[config.mk]
export PLATFORM = sky130hd
export DESIGN_NAME = id_ex_pipeline_reg
export DESIGN_NICKNAME = d
export VERILOG_FILES = /design/src/rtl/id_ex_pipeline_reg.sv
export SDC_FILE = /design/constraint.sdc
export NUM_CORES = 1
export LEC_CHECK = 0
export ABC_AREA = 1
export ABC_CLOCK_PERIOD_IN_PS = 5100
export BUFFER_PORTS_ARGS = -buffer_cell sky130_fd_sc_hd__buf_4
export CORE_MARGIN = 8
export CORE_UTILIZATION = 25
export DETAILED_ROUTE_END_ITERATION = 6
export PLACE_DENSITY = 0.49
export SLEW_MARGIN = 0
export SYNTH_ARGS = -nofsm -noshare
export SYNTH_HDL_FRONTEND = slang
export SYNTH_SLANG_ARGS = --single-unit
[constraint.sdc]
create_clock -name CLK -period 5.1 [get_ports CLK]
set_input_delay 0.255 -clock CLK [delete_from_list [all_inputs] [get_ports CLK]]
set_output_delay 0.255 -clock CLK [all_outputs]
set_load 0.1 [all_outputs]
[src/rtl/id_ex_pipeline_reg.sv]
// id_ex_pipeline_reg: ID/EX pipeline register with flush, stall, load-use bubble insertion and a saturating bubble counter.
module id_ex_pipeline_reg (
  input  logic        CLK,
  input  logic        RESET,
  input  logic        STALL,
  input  logic        FLUSH,
  input  logic        ID_VALID,
  input  logic [31:0] ID_PC,
  input  logic [31:0] ID_IMMIDIATE,
  input  logic [31:0] ID_DATA1,
  input  logic [31:0] ID_DATA2,
  input  logic [4:0]  ID_RS1,
  input  logic [4:0]  ID_RS2,
  input  logic [4:0]  ID_RD,
  input  logic [4:0]  ID_ALU_OP,
  input  logic [2:0]  ID_FUNCT3,
  input  logic [7:0]  ID_CTRL,
  output logic        EX_VALID,
  output logic [31:0] EX_PC,
  output logic [31:0] EX_IMMIDIATE,
  output logic [31:0] EX_DATA1,
  output logic [31:0] EX_DATA2,
  output logic [4:0]  EX_RS1,
  output logic [4:0]  EX_RS2,
  output logic [4:0]  EX_RD,
  output logic [4:0]  EX_ALU_OP,
  output logic [2:0]  EX_FUNCT3,
  output logic [7:0]  EX_CTRL,
  output logic        LOAD_USE_STALL,
  output logic [15:0] BUBBLE_COUNT
);
  logic        valid_q, valid_d;
  logic [31:0] pc_q, pc_d, imm_q, imm_d, data1_q, data1_d, data2_q, data2_d;
  logic [4:0]  rs1_q, rs1_d, rs2_q, rs2_d, rd_q, rd_d, alu_op_q, alu_op_d;
  logic [2:0]  funct3_q, funct3_d;
  logic [7:0]  ctrl_q, ctrl_d;
  logic [15:0] bubble_count_q, bubble_count_d;
  logic        capture, bubble;
  // x0 never carries a hazard, so a load targeting it is ignored
  assign LOAD_USE_STALL = valid_q && ctrl_q[1] && (rd_q != 5'd0) && ID_VALID &&
                          ((ID_RS1 == rd_q) || (ID_RS2 == rd_q));
  always_comb begin
    capture        = !FLUSH && !STALL && !LOAD_USE_STALL;
    bubble         = FLUSH || (!STALL && LOAD_USE_STALL);
    pc_d           = capture ? ID_PC : pc_q;
    imm_d          = capture ? ID_IMMIDIATE : imm_q;
    data1_d        = capture ? ID_DATA1 : data1_q;
    data2_d        = capture ? ID_DATA2 : data2_q;
    rs1_d          = capture ? ID_RS1 : rs1_q;
    rs2_d          = capture ? ID_RS2 : rs2_q;
    rd_d           = capture ? ID_RD : rd_q;
    alu_op_d       = capture ? ID_ALU_OP : alu_op_q;
    funct3_d       = capture ? ID_FUNCT3 : funct3_q;
    valid_d        = capture ? ID_VALID : (bubble ? 1'b0 : valid_q);
    ctrl_d         = (capture && ID_VALID) ? ID_CTRL : ((capture || bubble) ? 8'd0 : ctrl_q);
    bubble_count_d = (bubble && bubble_count_q != 16'hFFFF) ? bubble_count_q + 16'd1 : bubble_count_q;
  end
  always_ff @(posedge CLK or posedge RESET) begin
    if (RESET) begin
      valid_q        <= 1'b0;
      pc_q           <= '0;
      imm_q          <= '0;
      data1_q        <= '0;
      data2_q        <= '0;
      rs1_q          <= '0;
      rs2_q          <= '0;
      rd_q           <= '0;
      alu_op_q       <= '0;
      funct3_q       <= '0;
      ctrl_q         <= '0;
      bubble_count_q <= '0;
    end else begin
      valid_q        <= valid_d;
      pc_q           <= pc_d;
      imm_q          <= imm_d;
      data1_q        <= data1_d;
      data2_q        <= data2_d;
      rs1_q          <= rs1_d;
      rs2_q          <= rs2_d;
      rd_q           <= rd_d;
      alu_op_q       <= alu_op_d;
      funct3_q       <= funct3_d;
      ctrl_q         <= ctrl_d;
      bubble_count_q <= bubble_count_d;
    end
  end
  assign EX_VALID     = valid_q;
  assign EX_PC        = pc_q;
  assign EX_IMMIDIATE = imm_q;
  assign EX_DATA1     = data1_q;
  assign EX_DATA2     = data2_q;
  assign EX_RS1       = rs1_q;
  assign EX_RS2       = rs2_q;
  assign EX_RD        = rd_q;
  assign EX_ALU_OP    = alu_op_q;
  assign EX_FUNCT3    = funct3_q;
  assign EX_CTRL      = ctrl_q;
  assign BUBBLE_COUNT = bubble_count_q;
endmodule

# Word-level counts from Yosys, hierarchy flattened
# Index checks and enable logic that the tools add are counted.
# totals
regBits	176
in_bits	164
output_inout_bits	177
wordCells	38
# classes
n_addsub	1
eq_ne	3
mux	4
reduce_logical	18
# op_table
op	count
adder 16 x 1 -> 16 bit, second input constant	1
two-way mux 8 bit	2
!= test 16 bit, second input constant	1
== test 5 bit	2
logical AND 1 bit	9
nonzero test 5 bit	1
nonzero test 2 bit	2
logical NOT 1 bit	3
logical OR 1 bit	3
two-way mux 1 bit	2

# Depth between registers and ports, before layout
# depth
ltp_word	9
mapped_depth	12
depth_no_buf	11

# Least setup slack after synthesis
# Ideal clock, no wire load.
# synth_timing
kind	reg-to-output
from	register rd_q[2], in the netlist EX_RD[2]
to	output port LOAD_USE_STALL
arrival_ps	2485
t_required_ps	4845
setup_slack_ps	2360
path_stages_with_launch	12
path_buffers	3
path_cell_list	dfrtp_1 > inv_1 > nand2_1 > nand2_1 > nor2_1 > nand3_1 > nand2_1 > nand2_2 > buf_6 > buf_6 > buf_6 > inv_1
# synth_between
elab_chain_len	4
word_cells_on_any_way	7
# synth_rtl
item	line_no	text
from (decl)	34	logic [4:0] rs1_q, rs1_d, rs2_q, rs2_d, rd_q, rd_d, alu_op_q, alu_op_d;
from (signal assigned)	80	rd_q <= rd_d;
nonzero test 5 bit	40	assign LOAD_USE_STALL = valid_q && ctrl_q[1] && (rd_q != 5'd0) && ID_VALID &&
logical AND 1 bit (2 in series)	40	
logical AND 1 bit (*)	40	
to (decl)	29	output logic LOAD_USE_STALL,
# Every way passes the cells marked *; elsewhere a longest branch is shown, timed or not.

# Worst setup path after layout
# layout_timing
from	register rd_q[0], in the netlist EX_RD[0]
to	output port LOAD_USE_STALL
# Same word-level chain as after synthesis.

==> run_results.csv <==
group,metric,value,unit
finish,final_common_cell,"nand2_1",
clock_tree,cts_tree,"yes",
place,gp_congestion,0.774,
synth,synthTopCellsByArea,"dfrtp_1, nand2_1, nand3_1",
detailed_routing,vias,6920,
clock_tree,cts_resized,0,
grt,grt_max_degree,103,
detailed_routing,vias_per_cell,4.37,
timing,fin_setup_tns,0,ps
setup_path,cpPeakStageDelay,890,ps
detailed_routing,ant_nets,0,
synth,yosysUniqueCellTypes,23,
clock_tree,numCtsBuffers,17,
finish,seq_area,0.00440,mm²
clock_tree,htree_levels,4,
synth,ys_ff_latch,176,
clock_tree,clockRootBuffer,"clkbuf_16",
power,p_leak,5.97,nW
timing,fmax,301,MHz
setup_path,slowest_stage,"buf_4",
timing,final_hold_viol_count,0,
clock_tree,cts_hold_buffers,1,
finish,multi_input_area,0.00271,mm²
synth,netlist_area,0.00752,mm²
setup_path,crit_type,"flop to output port",
timing,worstMarginPinSlew,1130,ps
timing,timing.final.crit_period,3330,ps
detailed_routing,drt-total-wl,27500,µm
run,max_cap_viol_count,0,
timing,finClkSkew,11.6,ps
worst_hold_path,min_path_type,"primary input to flop",
worst_hold_path,hold_depth,3,
run_status,status,"complete, no violations",
finish,final_cell_mix,"nand2_1, buf_4, dfrtp_1, nand3_1, inv_1",
synth,synth_fp_nets,1036,
setup_path,required,4850,ps
synth,ys_seq_area_share,58.6,%
timing,timing.final.crit_share,65.2,%
clock_tree,clock_latency,440,ps
timing,rsz0062_at_grt,"no",
grt,grt_pass1_vias,7147,
setup_path,arrival,3070,ps
finish,post-route-util,36.7,%
floorplan,initial_core_util,25.4,%
setup_path,cp_cell_sequence,"nand2_1 -> inv_1 -> nor2_1 -> nor2_1 -> nand3_1 -> nand2_1 -> nand2_4 -> buf_4 -> inv_1 -> buf_4",
timing,drv_slew,0,
floorplan,coreArea,0.0296,mm²
setup_path,cp-end-kind,"output port",
floorplan,io_pins,341,
floorplan,dieArea,0.0359,mm²
finish,syn_to_final_growth,44.7,%
timing,slew_headroom,24.4,%
finish,nets,1347,
finish,drive_above_1_share,32.3,%
grt,grt_first_pass_wirelength,42700,µm
floorplan,rows,63,
finish,fillers,3140,
synth,syn_inst,871,
synth,yosys.area.top_type,"dfrtp_1",
power,p_comb_share,39.6,%
floorplan,die_h,189,µm
clock_tree,cts_setup_buffers,0,
setup_path,start_kind,"flop",
grt,antenna_found_initial,0,
synth,ys_warn_count,0,
power,seqPwrFrac,33.9,%
power,power.share.switching,45.9,%
power,p_sw,0.00227,W
clock_tree,cts_buffer_depth,2,
grt,track_usage,15.2,%
detailed_routing,wire_per_inst,17.4,µm
power,peakVddDrop,0.320,mV
place,portBuffers,340,
timing,setup_viol,0,
power,total_power,0.00495,W
setup_path,rr_worst_depth,11,
grt,grt_overflow,0,
synth,synth_top_area_share,58.6,%
setup_path,crit_fanout,102,
power,p_int,0.00268,W
detailed_routing,drc,0,
detailed_routing,drt_iter0_drc,341,
clock_tree,clk_pin_slew,80,ps
synth,synth.avg_cell_area,8.63,µm²
power,powerDensity,455,mW/mm²
clock_tree,cts.sinks,176,
power,p_clk_share,26.5,%
floorplan,chipWidth,189,µm
detailed_routing,dr.pass1.iters,6,
place,dp_hpwl,19500,µm
finish,diodes,0,
[critical path: cells and delay by family, from the launching register on]
kind                   cells  cell delay [ps]
buffers and inverters      4             1280
and+or+nand+nor            6              840
DFF                        1              450
[cells by family (layout without fill, tap and decap cells)]
logic type / after synthesis / count (layout) / share of synthesized area (%)
and+or+nand+nor: 592 / 592 / 33.2
xor gates and xnor gates: 16 / 16 / 1.86
adders and majority gates: 1 / 1 / 0.166
buffers and inverters: 78 / 400 / 5.66
DFF: 176 / 176 / 58.6
AOI/OAI and AO/OA: 8 / 8 / 0.582
[power groups by stage]
stage,sequential (W),clock (W),combinational (W)
after floorplan,0.00292,0,0.000247
after global placement,0.00170,0,0.00198
after detailed placement,0.00170,0,0.00198
after CTS,0.00168,0.00136,0.00198
after global routing,0.00170,0.00141,0.00205
final,0.00168,0.00131,0.00196
[path summary, 6_finish.rpt]
| path | slack (ps) | end | start |
|---|---|---|---|
| min in group asynchronous | 480 | EX_IMMIDIATE[5] | RESET |
| max in group asynchronous | 3550 | EX_ALU_OP[4] | RESET |
| setup / recovery | 1770 | LOAD_USE_STALL | EX_RD[0] |
| hold / removal | 40 | EX_IMMIDIATE[13] | ID_IMMIDIATE[13] |
| hold reg to reg | 470 | EX_PC[30] | EX_PC[30] |
| setup reg to reg | 2270 | EX_IMMIDIATE[27] | EX_RD[0] |
[state kept, by name, indices dropped and copies added, names as in the netlist, 3 cells and up]
| signal | flops |
|---|---|
| EX_IMMIDIATE | 32 |
| EX_RD | 5 |
| EX_FUNCT3 | 3 |
| EX_RS1 | 5 |
| EX_PC | 32 |
| EX_ALU_OP | 5 |
| EX_RS2 | 5 |
| BUBBLE_COUNT | 16 |
| EX_DATA1 | 32 |
| EX_DATA2 | 32 |
| EX_CTRL | 8 |
[synth_stat cells]
| cell | number |
|---|---|
| nand4_1 | 11 |
| buf_1 | 6 |
| buf_4 | 12 |
| nand3_1 | 171 |
| nand2_1 | 382 |
| ha_1 | 1 |
| nor3_1 | 5 |
| o21ai_2 | 1 |
| dfrtp_1 | 176 |
| clkinv_1 | 1 |
| xor2_1 | 7 |
| nor2_1 | 16 |
| inv_1 | 19 |
| o21ai_0 | 7 |
| clkbuf_1 | 11 |
| nand3b_1 | 1 |
| xnor2_1 | 9 |
| nor2_2 | 2 |
| buf_2 | 16 |
| nand2_4 | 1 |
| inv_2 | 4 |
| nand2_2 | 3 |
| buf_6 | 9 |
[through the flow]
step / cells / instance area (µm²) / worst slack (ps) / hold WS (ps)
after global routing: 1583 / 10900 / 1440 / 17.5
final: 1583 / 10900 / 1770 / 39.5
after floorplan: 871 / 7520 / 71.4 / 400
after global placement: 1552 / 10300 / 2130 / 437
after detailed placement: 1552 / 10300 / 2160 / 434
after CTS: 1583 / 10900 / 1650 / 5.95
[final cells by class]
| type | count | share of cell area [%] |
|---|---|---|
| clock inverters | 11 | 1.21 |
| repair buffers | 346 | 24.1 |
| inverters | 24 | 0.874 |
| well taps | 390 | 4.48 |
| multi-input cells | 617 | 24.9 |
| clock buffers | 19 | 3.98 |
| flip-flops and latches | 176 | 40.5 |
[per-layer routing]
layer	vias up	share of wire, %	GRT usage, %
met5	-	0	0
met2	244	47	23.7
li1	3403	-	-
met3	26	8.8	5.92
met1	3247	43	18.8
met4	0	1.8	5.35
Note: power is estimated with default switching activity, not from simulation.
